### src/rtl/fetch_unit_pkg.sv
// Shared cpu definitions used by the instruction fetch stage:
// state encoding, instruction width, PC step and the default reset PC.
package fetch_unit_pkg;

    localparam int unsigned ILEN = 32;
    localparam logic [31:0] PC_INC = 32'd4;
    localparam logic [31:0] DEFAULT_RESET_PC = 32'h0000_0000;

    typedef enum logic [1:0] {
        IDLE    = 2'd0,
        REQ     = 2'd1,
        DROP    = 2'd2,
        BLOCKED = 2'd3
    } fetch_state_e;

    // One fetched instruction together with its byte address.
    typedef struct packed {
        logic [31:0]     pc;
        logic [ILEN-1:0] instr;
    } fetch_pkt_t;

    // Clear the two byte-offset bits of an address.
    function automatic logic [31:0] align_word(input logic [31:0] a);
        return a & ~32'h3;
    endfunction

endpackage

### src/rtl/fetch_skid.sv
// One-entry skid buffer holding a fetched instruction that decode could not take.
// Ports: clk, rst_n, clear (drop contents), push/push_pc/push_instr, pop,
//        valid/pc/instr (current entry).
module fetch_skid
    import fetch_unit_pkg::*;
(
    input  logic            clk,
    input  logic            rst_n,
    input  logic            clear,
    input  logic            push,
    input  logic [31:0]     push_pc,
    input  logic [ILEN-1:0] push_instr,
    input  logic            pop,
    output logic            valid,
    output logic [31:0]     pc,
    output logic [ILEN-1:0] instr
);

    fetch_pkt_t pkt_q;
    logic       valid_q;

    // clear beats push beats pop; push and pop never coincide in practice.
    always_ff @(posedge clk or negedge rst_n) begin
        if (!rst_n) begin
            valid_q <= 1'b0;
            pkt_q   <= '0;
        end else if (clear) begin
            valid_q <= 1'b0;
        end else if (push) begin
            valid_q     <= 1'b1;
            pkt_q.pc    <= push_pc;
            pkt_q.instr <= push_instr;
        end else if (pop) begin
            valid_q <= 1'b0;
        end
    end

    assign valid = valid_q;
    assign pc    = pkt_q.pc;
    assign instr = pkt_q.instr;

endmodule

### src/rtl/fetch_unit.sv
// Instruction fetch stage: PC sequencing, memory request handshake,
// branch redirect with in-flight discard, and a skid buffer toward decode.
// Ports: clk, rst_n; branch_valid/branch_taken/branch_target and stall from
//        decode; imem_req/imem_addr/imem_ready/imem_rdata to instruction
//        memory; if_valid/if_pc/if_instr to decode; flush on redirect.
module fetch_unit
    import fetch_unit_pkg::*;
#(
    parameter logic [31:0] RESET_PC = DEFAULT_RESET_PC
) (
    input  logic            clk,
    input  logic            rst_n,
    input  logic            branch_valid,
    input  logic            branch_taken,
    input  logic [31:0]     branch_target,
    input  logic            stall,
    output logic            imem_req,
    output logic [31:0]     imem_addr,
    input  logic            imem_ready,
    input  logic [ILEN-1:0] imem_rdata,
    output logic            if_valid,
    output logic [31:0]     if_pc,
    output logic [ILEN-1:0] if_instr,
    output logic            flush
);

    fetch_state_e    state_q, state_d;
    logic [31:0]     pc_q, pc_d;
    logic [31:0]     tgt_q, tgt_d;
    logic [31:0]     tgt_in;
    logic            if_valid_q, if_valid_d;
    logic [31:0]     if_pc_q, if_pc_d;
    logic [ILEN-1:0] if_instr_q, if_instr_d;

    logic            redirect;
    logic            accept;
    logic            consume;
    logic            skid_push;
    logic            skid_pop;
    logic            skid_valid;
    logic [31:0]     skid_pc;
    logic [ILEN-1:0] skid_instr;

    assign redirect = branch_valid & branch_taken;
    assign flush    = redirect;
    assign tgt_in   = align_word(branch_target);
    assign accept   = imem_req & imem_ready;
    assign consume  = if_valid_q & ~stall;

    // State register.
    always_ff @(posedge clk or negedge rst_n) begin
        if (!rst_n) begin
            state_q <= IDLE;
        end else begin
            state_q <= state_d;
        end
    end

    // Next-state logic.
    always_comb begin : next_state
        state_d = state_q;
        unique case (state_q)
            IDLE: state_d = REQ;
            REQ: begin
                if (redirect) begin
                    // Request still outstanding: hold it and drop its data.
                    if (!accept) begin
                        state_d = DROP;
                    end
                end else if (accept && if_valid_q && stall) begin
                    state_d = BLOCKED;
                end
            end
            DROP: begin
                if (accept) begin
                    state_d = REQ;
                end
            end
            BLOCKED: begin
                if (redirect || !stall) begin
                    state_d = REQ;
                end
            end
            default: state_d = IDLE;
        endcase
    end

    // Output logic. In DROP the stale request stays up at the old pc
    // so the handshake is never withdrawn before it completes.
    always_comb begin : fsm_out
        imem_req = 1'b0;
        unique case (state_q)
            REQ, DROP: imem_req = 1'b1;
            default:   imem_req = 1'b0;
        endcase
    end

    assign imem_addr = pc_q;

    // PC and pending redirect target.
    always_comb begin : pc_next
        pc_d  = pc_q;
        tgt_d = tgt_q;
        unique case (state_q)
            REQ, DROP: begin
                if (redirect) begin
                    if (accept) begin
                        pc_d = tgt_in;
                    end else begin
                        tgt_d = tgt_in;
                    end
                end else if (accept) begin
                    pc_d = (state_q == DROP) ? tgt_q : pc_q + PC_INC;
                end
            end
            IDLE, BLOCKED: begin
                if (redirect) begin
                    pc_d = tgt_in;
                end
            end
            default: pc_d = pc_q;
        endcase
    end

    always_ff @(posedge clk or negedge rst_n) begin
        if (!rst_n) begin
            pc_q  <= RESET_PC;
            tgt_q <= '0;
        end else begin
            pc_q  <= pc_d;
            tgt_q <= tgt_d;
        end
    end

    // Decode-facing register and skid control.
    always_comb begin : if_next
        if_valid_d = if_valid_q;
        if_pc_d    = if_pc_q;
        if_instr_d = if_instr_q;
        skid_push  = 1'b0;
        skid_pop   = 1'b0;
        if (redirect) begin
            if_valid_d = 1'b0;
        end else begin
            if (consume) begin
                if_valid_d = 1'b0;
            end
            unique case (state_q)
                REQ: begin
                    if (accept) begin
                        if (!if_valid_q || !stall) begin
                            if_valid_d = 1'b1;
                            if_pc_d    = pc_q;
                            if_instr_d = imem_rdata;
                        end else begin
                            skid_push = 1'b1;
                        end
                    end
                end
                BLOCKED: begin
                    if (!stall) begin
                        if_valid_d = skid_valid;
                        if_pc_d    = skid_pc;
                        if_instr_d = skid_instr;
                        skid_pop   = 1'b1;
                    end
                end
                default: skid_pop = 1'b0;
            endcase
        end
    end

    always_ff @(posedge clk or negedge rst_n) begin
        if (!rst_n) begin
            if_valid_q <= 1'b0;
            if_pc_q    <= '0;
            if_instr_q <= '0;
        end else begin
            if_valid_q <= if_valid_d;
            if_pc_q    <= if_pc_d;
            if_instr_q <= if_instr_d;
        end
    end

    fetch_skid u_skid (
        .clk        (clk),
        .rst_n      (rst_n),
        .clear      (redirect),
        .push       (skid_push),
        .push_pc    (pc_q),
        .push_instr (imem_rdata),
        .pop        (skid_pop),
        .valid      (skid_valid),
        .pc         (skid_pc),
        .instr      (skid_instr)
    );

    assign if_valid = if_valid_q;
    assign if_pc    = if_pc_q;
    assign if_instr = if_instr_q;

endmodule

### config.mk
export PLATFORM = sky130hd
export DESIGN_NAME = fetch_unit
export DESIGN_NICKNAME = d
export VERILOG_FILES = /design/src/rtl/fetch_unit_pkg.sv /design/src/rtl/fetch_skid.sv /design/src/rtl/fetch_unit.sv
export SDC_FILE = /design/constraint.sdc
export NUM_CORES = 1
export LEC_CHECK = 0
export CORE_MARGIN = 2
export CORE_UTILIZATION = 59
export CTS_BUF_LIST = sky130_fd_sc_hd__clkbuf_4
export DETAILED_ROUTE_END_ITERATION = 16
export PLACE_DENSITY = 0.95
export SLEW_MARGIN = 20
export SYNTH_ARGS = -nofsm -noshare
export SYNTH_HDL_FRONTEND = slang
export SYNTH_HIERARCHICAL = 1
export SYNTH_SLANG_ARGS = --single-unit
### constraint.sdc
create_clock -name clk -period 3.6 [get_ports clk]
set_input_delay 0.36 -clock clk [delete_from_list [all_inputs] [get_ports clk]]
set_output_delay 0.36 -clock clk [all_outputs]
set_load 0.05 [all_outputs]
==> results.sh <==
export IMPL_clock_latency_ns=0.56
export IMPL_wl_met3_um=2010
export IMPL_tightest_slew_ns=1.14
export IMPL_syn_area_um2=9300
export IMPL_cts_sinks=192
export IMPL_critical_path_class="reg -> out"
export IMPL_p_leak_nw=4.92
export IMPL_crit_family="buffers and inverters"
export IMPL_grt_max_degree=107
export IMPL_drc=0
export IMPL_drive_gt1_share_pct=16.8
export IMPL_dieHeight_um=130
export IMPL_start_util_pct=60.7
export IMPL_maxSlewHeadroom_pct=23.8
export IMPL_final_core_util_pct=74.4
export IMPL_status="completed"
export IMPL_period_minus_slack_ns=3.09
export IMPL_dieArea_um2=16800
export IMPL_fin_hold_ws_ns=0.406
export IMPL_fin_total_pwr_w=0.0104
export IMPL_layout_common_cells="dfrtp_1 (192), clkdlybuf4s50_1 (162), nand2_1 (101)"
export IMPL_gp_congestion=0.904
export IMPL_placed_cell_area_um2=11100
export IMPL_crit_arrival_ns=2.73
export IMPL_cts_hold_buf=1
export IMPL_htreeDepth=4
export IMPL_finalWirelength_um=22700
export IMPL_post_route_period_util_pct=85.9
export IMPL_cp_buffers_inverters=3
export IMPL_first_pass_iters=6
export IMPL_ir_drop_uv=683
export IMPL_wl_per_cell_um=19.4
export IMPL_worstSetupEndpointType="output pin"
export IMPL_hold_viol=0
export IMPL_place_hpwl_um=15400
export IMPL_synth_seq_area_share_pct=51.7
export IMPL_synth_edf_count=0
export IMPL_reg2reg_slack_ns=0.71
export IMPL_m1WireLength_um=9630
export IMPL_yosysTopAreaCell="dfrtp_1"
export IMPL_crit_path_cell_trace="inv_1 -> ha_1 -> inv_1 -> clkdlybuf4s50_1"
export IMPL_stdcell_area_um2=11400
export IMPL_grt_pass1_vias=7004
export IMPL_yosysUniqueCellTypes=59
export IMPL_grt_pass1_wl_um=36200
export IMPL_worst_setup_path_start_kind="register"
export IMPL_core_um2=15300
export IMPL_synth_area_top_cells="dfrtp_1 (52%), mux2_4 (9.7%), mux2i_1 (7.3%)"
export IMPL_portBuffers=164
export IMPL_final_common_cell="dfrtp_1"
export IMPL_finalMaxSlewViolations=0
export IMPL_vias=7088
export IMPL_drtAntennaViolNets=0
export IMPL_cap_violations=0
export IMPL_synth_warnings=6
export IMPL_grtUsageTotal_pct=27.5
export IMPL_cts_max_path_buffers=2
export IMPL_max_stage_delay_ns=0.75
export IMPL_max_freq_mhz=323
export IMPL_grt_setup_unrepaired="false"
export IMPL_postCtsSetupRepairBufs=0
export IMPL_ctsResizeCount=0
export IMPL_areaGrowthSynthToFinish_pct=22.5
export IMPL_async_reset_ff_share_pct=100
export IMPL_finalClockSkew_ns=0.0156
export IMPL_critPathSlowestCell="clkdlybuf4s50_1"
export IMPL_setup_viol=0
export IMPL_syn_area_per_cell_um2=11.7
export IMPL_synth_top_flop_cell="dfrtp_1"
export IMPL_cts_made_buffers=17
export IMPL_synth_cells=792
export IMPL_highest_layer="met4"
export IMPL_dr_wl_met2_um=10700
export IMPL_crit_path_frequent_cell="inv_1"
export IMPL_required_ns=3.24
export IMPL_cts_tree="built"
export IMPL_grt_ovfl_total=0
export IMPL_hold_class="in -> reg"
export IMPL_ioPinCount=169
export IMPL_tns_ns=0
export IMPL_antenna_found_initial=0
export IMPL_finalNetCount=1020
export IMPL_cts_root_buffer="clkbuf_4"
export IMPL_ys_seq_elements=192
export IMPL_critPathMaxFanout=18
export IMPL_die_w_um=130
export IMPL_path_clk_slew_ns=0.16
export IMPL_rows=45
export IMPL_antenna_cells=0
export IMPL_yosys_area_top_type_share_pct=51.7
export IMPL_drtIter0Drc=662
export IMPL_avgViaCountPerCell=6.06
export IMPL_powerDensity_nw_per_um2=912
power breakdown:
| part | switching [W] | internal (W) | leakage, nW |
|---|---|---|---|
| registers | 0.000779 | 0.00300 | 2.50 |
| logic | 0.00328 | 0.00217 | 2.27 |
| clock network | 0.000788 | 0.000365 | 0.147 |
stage by stage:
step	instances	setup WS (ns)
after floorplan	795	1.27
after global placement	1137	0.855
after detailed placement	1137	0.757
after CTS	1170	0.484
after global routing	1170	0.350
final	1170	0.508
path summary, 6_finish.rpt:
| kind | from | end | cells after the start |
|---|---|---|---|
| max | state_q[0]$_DFFE_PN0P_ | imem_req | 4 |
| min | branch_target[6] | imem_addr[6]$_DFFE_PN0P_ | 3 |
| max reg2reg | state_q[0]$_DFFE_PN0P_ | u_skid/instr[31]$_DFFE_PN0P_ | 8 |
| min reg2reg | if_pc[30]$_DFFE_PN0P_ | if_pc[30]$_DFFE_PN0P_ | 2 |
| max in group asynchronous | rst_n | if_instr[16]$_DFFE_PN0P_ | 3 |
| min in group asynchronous | rst_n | u_skid/instr[0]$_DFFE_PN0P_ | 2 |
synthesized netlist by cell type, types with 8 or more instances:
master	n
clkbuf_1	18
mux2_4	60
buf_2	17
a32o_1	11
and3_1	8
o21ai_0	21
nand3_1	21
nand2_1	101
xor2_1	13
a21oi_1	22
mux2_2	34
inv_1	8
dfrtp_1	192
mux2i_1	68
nor2_1	13
o21ai_1	76
buf_1	9
sequential cells by signal (all words and copies together) (netlist names):
name,count
imem_addr,30
if_instr,32
u_skid/valid,1
u_skid/pc,32
state_q,2
u_skid/instr,32
if_valid,1
tgt_q,30
if_pc,32
logic make-up after synthesis:
group / synth area share, %
flops: 51.7
mux: 21.1
compound gates: 11.4
other cells: 0.0403
xor+xnor: 1.79
fa+ha+maj: 0.538
simple gates: 9.37
buf+inv: 4.08
layout make-up:
cell class,count,area [µm²]
clock inverter,15,151
clock buffer,17,128
multi-input combinational,541,4150
tap,211,264
inverter,8,30.0
fill,970,3920
sequential,192,4800
timing repair buffer,186,1860
worst reg2reg max path: cells and delay by family (launching register included):
| kind | cells | cell delay [ns] |
|---|---|---|
| simple gates | 4 | 0.87 |
| mux | 1 | 0.41 |
| fa+ha+maj | 1 | 0.54 |
| flops | 1 | 0.48 |
| buf+inv | 2 | 0.50 |
routing by layer:
metal / vias to the layer above / global-route usage, %
li1: 3163 / -
met3: 41 / 6.65
met4: 0 / 7.46
met1: 3523 / 37.4
met2: 361 / 44.7
met5: - / 0
Note: power is estimated with default switching activity, not from simulation.
